===== src/rtl/cmd_issuer.sv =====
`default_nettype none
// ============================================================================
// Module      : cmd_issuer
// Description : FIFO-buffered command front-end that issues single-cycle ce
//               pulses to the ALU CPU core. It inserts OP_GAP idle cycles
//               after each operation command.
//               Optional statistics counters: define CMD_ISSUER_STATS_EN.
// Revision    : 1.0 - initial release
// ============================================================================
module cmd_issuer #(
  parameter int DEPTH  = 8,
  parameter int OP_GAP = 2
) (
  input  logic                      clk,
  input  logic                      rst,
  input  logic                      cmd_valid,
  output logic                      cmd_ready,
  input  logic [7:0]                cmd_data,
  input  logic [7:0]                cmd_opcode,
  input  logic                      cmd_load,
  input  logic                      cmd_cin,
  input  logic                      cmd_cout,
  input  logic                      hold,
  output logic [7:0]                data_in,
  output logic [7:0]                opcode,
  output logic                      cin,
  output logic                      cout,
  output logic                      load,
  output logic                      ce,
  output logic [$clog2(DEPTH):0]    fifo_level,
  output logic                      busy
`ifdef CMD_ISSUER_STATS_EN
  ,
  output logic [15:0]               issue_count,
  output logic [15:0]               op_count
`endif
);

  localparam int AW = $clog2(DEPTH);
  localparam int GW = (OP_GAP < 1) ? 1 : $clog2(OP_GAP + 1);
  localparam int EW = 19;
  localparam logic [AW:0]   PTR_ONE = 1;
  localparam logic [GW-1:0] GAP_ONE = 1;

  localparam logic [0:0] S_IDLE = 1'b0;
  localparam logic [0:0] S_GAP  = 1'b1;

  logic [EW-1:0] r_mem [DEPTH];
  logic [AW:0]   r_wr_ptr;
  logic [AW:0]   r_rd_ptr;
  logic [0:0]    r_state;
  logic [GW-1:0] r_gap;

  logic [7:0]    r_data;
  logic [7:0]    r_opcode;
  logic          r_cin;
  logic          r_cout;
  logic          r_load;
  logic          r_ce;

  logic          w_full;
  logic          w_empty;
  logic          w_push;
  logic          w_pop;
  logic [EW-1:0] w_head;

  // Equal index with differing wrap bit means the FIFO is full
  assign w_empty = (r_wr_ptr == r_rd_ptr);
  assign w_full  = (r_wr_ptr[AW] != r_rd_ptr[AW]) &&
                   (r_wr_ptr[AW-1:0] == r_rd_ptr[AW-1:0]);
  assign w_push  = cmd_valid && !w_full;
  assign w_pop   = (r_state == S_IDLE) && !w_empty && !hold;
  assign w_head  = r_mem[r_rd_ptr[AW-1:0]];

  always_ff @(posedge clk) begin
    if (w_push) begin
      r_mem[r_wr_ptr[AW-1:0]] <= {cmd_load, cmd_cout, cmd_cin, cmd_opcode, cmd_data};
    end
  end

  always_ff @(posedge clk) begin
    if (rst) begin
      r_wr_ptr <= '0;
      r_rd_ptr <= '0;
      r_state  <= S_IDLE;
      r_gap    <= '0;
      r_data   <= '0;
      r_opcode <= '0;
      r_cin    <= 1'b0;
      r_cout   <= 1'b0;
      r_load   <= 1'b0;
      r_ce     <= 1'b0;
    end else begin
      if (w_push) r_wr_ptr <= r_wr_ptr + PTR_ONE;
      if (w_pop)  r_rd_ptr <= r_rd_ptr + PTR_ONE;
      r_ce <= w_pop;
      if (w_pop) begin
        {r_load, r_cout, r_cin, r_opcode, r_data} <= w_head;
      end
      case (r_state)
        S_IDLE: begin
          if (w_pop && !w_head[EW-1] && (OP_GAP != 0)) begin
            r_state <= S_GAP;
            r_gap   <= GW'(OP_GAP);
          end
        end
        S_GAP: begin
          r_gap <= r_gap - GAP_ONE;
          if (r_gap == GAP_ONE) r_state <= S_IDLE;
        end
        default: r_state <= S_IDLE;
      endcase
    end
  end

`ifdef CMD_ISSUER_STATS_EN
  logic [15:0] r_issue_count;
  logic [15:0] r_op_count;

  // Counted at the pop edge so the value moves together with ce
  always_ff @(posedge clk) begin
    if (rst) begin
      r_issue_count <= '0;
      r_op_count    <= '0;
    end else if (w_pop) begin
      r_issue_count <= r_issue_count + 16'd1;
      if (!w_head[EW-1]) r_op_count <= r_op_count + 16'd1;
    end
  end

  assign issue_count = r_issue_count;
  assign op_count    = r_op_count;
`endif

  assign cmd_ready  = !w_full;
  assign data_in    = r_data;
  assign opcode     = r_opcode;
  assign cin        = r_cin;
  assign cout       = r_cout;
  assign load       = r_load;
  assign ce         = r_ce;
  assign fifo_level = r_wr_ptr - r_rd_ptr;
  assign busy       = !w_empty || (r_state != S_IDLE) || r_ce;

endmodule
`default_nettype wire


===== config.mk =====
export PLATFORM = sky130hd
export DESIGN_NAME = cmd_issuer
export DESIGN_NICKNAME = d
export VERILOG_FILES = /design/src/rtl/cmd_issuer.sv
export SDC_FILE = /design/constraint.sdc
export NUM_CORES = 1
export LEC_CHECK = 0
export CORE_MARGIN = 5
export CORE_UTILIZATION = 45
export DETAILED_ROUTE_END_ITERATION = 8
export MAX_ROUTING_LAYER = met4
export SLEW_MARGIN = 20
export SYNTH_ARGS = -nofsm -noshare
export SYNTH_HDL_FRONTEND = slang
export SYNTH_SLANG_ARGS = --single-unit

===== constraint.sdc =====
create_clock -name clk -period 4.2 [get_ports clk]
set_clock_uncertainty 0.15 [all_clocks]
set_input_delay 0.84 -clock clk [delete_from_list [all_inputs] [get_ports clk]]
set_output_delay 0.84 -clock clk [all_outputs]
set_load 0.03 [all_outputs]

==> run metrics <==
final critical-path share of the clock period=81.8%; Worst Tran Pin Value=0.731 ns; initial antenna violation count=0; Synth Instances=about 360; PwrDens=496 nW/um^2; CTS Buf Count=17; grt ovf=0; post-synthesis sequential area ratio=73.4%; layout cells sized above 1=21.0%; CTS Root Cell=clkbuf_16; vias in the first global route=3547; final instance area=about 8500 um^2; Post-Syn Area=between 7000 and 8000 um^2; first-pass GRT wire length=20600 um; Chip Width=136 um; post-detailed-routing wire length=13200 um; Int Power=3.22 mW; largest family of logic cells by synthesized area=multiplexers; final worst slack=between 0.7 and 0.8 ns; Peak VDD IR=0.000299 V; via count=between 3000 and 4000; Avg Inst Size Synth=20.1 um^2; Max Slew Vio Count=0; Resize count post-CTS=0; # clock sinks=186; hold buffer count at CTS=0; crit path DAT=2.44 ns; max cap viols=0; area growth from synthesis to layout=19.0%; Clock Power Share=37.2%; setup TNS=0 ns; Post-synth top cells=edfxtp_1, dfxtp_1, mux4_1, mux4_2; Ant. Diodes=0; DR DRC count=0; ys flop type=edfxtp_1; crit-path max FO=5; M2 GR Usage=about a quarter; static leakage=2.80 nW; clock slew at reported path FFs=0.06 ns; final hold vios=0; Adder-Cell Fraction of Synth Area=1.33%; Post-Synth XOR/XNOR Area=0.981%; Synth area leaders=edfxtp_1, dfxtp_1, mux4_1, mux4_2, mux2_2; Synth area leader=edfxtp_1; largest net degree at the start of global routing=39; setup bufs post-CTS=0; combinational share of power=between 10% and 20%; worst skew pair latency=0.42 ns; overall routing resource usage=15.9%; Die H=between 100 and 150 um; Reg2Reg Depth=6; ANT nets after route=0; RSZ-0062 raised after global routing=no; Critical Path RT=3.21 ns; highest clock rate=0.291 GHz; met3 Usage GRT=3.77%; Min-Delay Path Depth=1; Post-synth EDFFs=152; Core Area=15700 um^2; Initial Util=45.5%; fin crit period=3.43 ns; H-Tree Depth=4; Worst setup SP type=register; GP Congestion=0.793; Rows=46; sequential share of power=50.2%; critical path class=reg2out; Synth Area in Compound Gates=between 3 and 4%; top cell type's share of synthesized area=63.9%; status=finished, final reports clean; Psw=996 uW; Hold WC Path Type=reg2reg; Async S/R FF share, synth=0%; I/O Buffers=48; clk buf depth=2; Sw Share=23.7%; area post-placement=slightly below 8000 um^2; First-pass DRT Iterations=6; GR peak layer=met2; Ys Warns=0; drt via density=5.29; worst rel slew slack=51.3%; multiplexer area fraction after synthesis=16.1%; CTS tree=done; number of I/O pins=49; Synth cell types=34; CP Capture Type=output pin; DP Wirelength=between 7000 and 8000 um; Die ar.=18500 um^2; 1st-iter DRT viols=172; Synth Area in Simple Gates=2.49%; Hold Worst Slack=roughly 0.32 ns; met1 Use GR=21.2%; Synthesized Nets=386; Final Net Count=450; pre-CTS setup slack=1.18 ns; # setup viols final=0; post-synthesis register bit count=~190; count leader, synth=edfxtp_1; WL/cell=20.3 um
## final cells by class
cell class | count | area [um^2]
Sequential cell | 186 | 5250
Clock inverter | 12 | 141
Tap cell | 216 | 270
Multi-Input combinational cell | 145 | 1780
Fill cell | 1215 | 7220
Timing Repair Buffer | 61 | 578
Inverter | 9 | 33.8
Clock buffer | 20 | 447
## stage by stage
stage | utilization [%] | power [mW] | std cells
2_1_floorplan | - | 2.49 | 356
3_3_place_gp | 50.3 | 2.68 | 617
3_5_place_dp | 50.3 | 2.69 | 617
4_1_cts | 54.1 | 4.26 | 649
5_1_grt | 54.1 | 4.38 | 649
6_report | 54.1 | 4.21 | 649
## logic make-up after synthesis
family                     count (synthesis)
DFF                                      186
muxes                                     58
and+or+nand+nor                           37
AOI/OAI and AO/OA                         35
buffers and inverters                     25
xor gates and xnor gates                   8
adders and majority gates                  7
## flip-flops by register name, indices dropped and copies added, names as in the netlist, named ones only
register	flops
ce	1
r_gap	2
data_in	8
r_wr_ptr	4
cout	1
cin	1
r_rd_ptr	4
load	1
r_state	1
r_mem	152
opcode	8
## critical path, cell delays in order, from the launching register on
cell and delay [ns]:
dfxtp_1 0.42, inv_1 0.07, ha_1 0.31, and3_1 0.22
nand2_1 0.10, or3_1 0.32, clkdlybuf4s50_1 0.60
## cell usage in the layout (no fill, tap or decap), types with 2 or more instances in the layout
cell / n
edfxtp_1: 152
clkdlybuf4s50_1: 48
dfxtp_1: 33
mux4_2: 19
mux4_1: 19
mux2_2: 18
a22o_1: 18
clkbuf_16: 17
buf_4: 13
inv_1: 9
nand2_1: 7
a21oi_1: 6
nor2_2: 6
nor2_1: 6
ha_1: 6
xnor2_1: 5
nand3_1: 5
clkinv_4: 5
a21o_1: 4
xor2_1: 3
or3_1: 3
o21ai_0: 3
a21oi_2: 2
nand2b_1: 2
nor3_2: 2
mux2i_1: 2
nor3_1: 2
clkbuf_1: 2
clkinvlp_4: 2
inv_6: 2
bufinv_16: 2
## power by group through the flow
stage               clock (mW)  sequential, mW  combinational (mW)
floorplan                    0            2.19               0.296
global placement             0            2.15               0.529
detailed placement           0            2.15               0.539
CTS                       1.60            2.12               0.542
global route              1.68            2.12               0.572
finish                    1.57            2.11               0.531
## routing by layer
layer / share of wire (%) / wire (um)
met4: 0.85 / 112
met2: 49 / 6430
met3: 5.0 / 657
met1: 45 / 5970
met5: 0 / 0
## final timing paths
check / slack (ns) / startpoint / endpoint
worst max-delay path: 0.77 / r_rd_ptr[1] / busy
worst min-delay path: 0.32 / load / load
worst max register to register: 1.72 / r_wr_ptr[1] / r_mem[0][17]
worst min register to register: 0.32 / load / load
No activity file was read; power rests on OpenSTA's default activity.
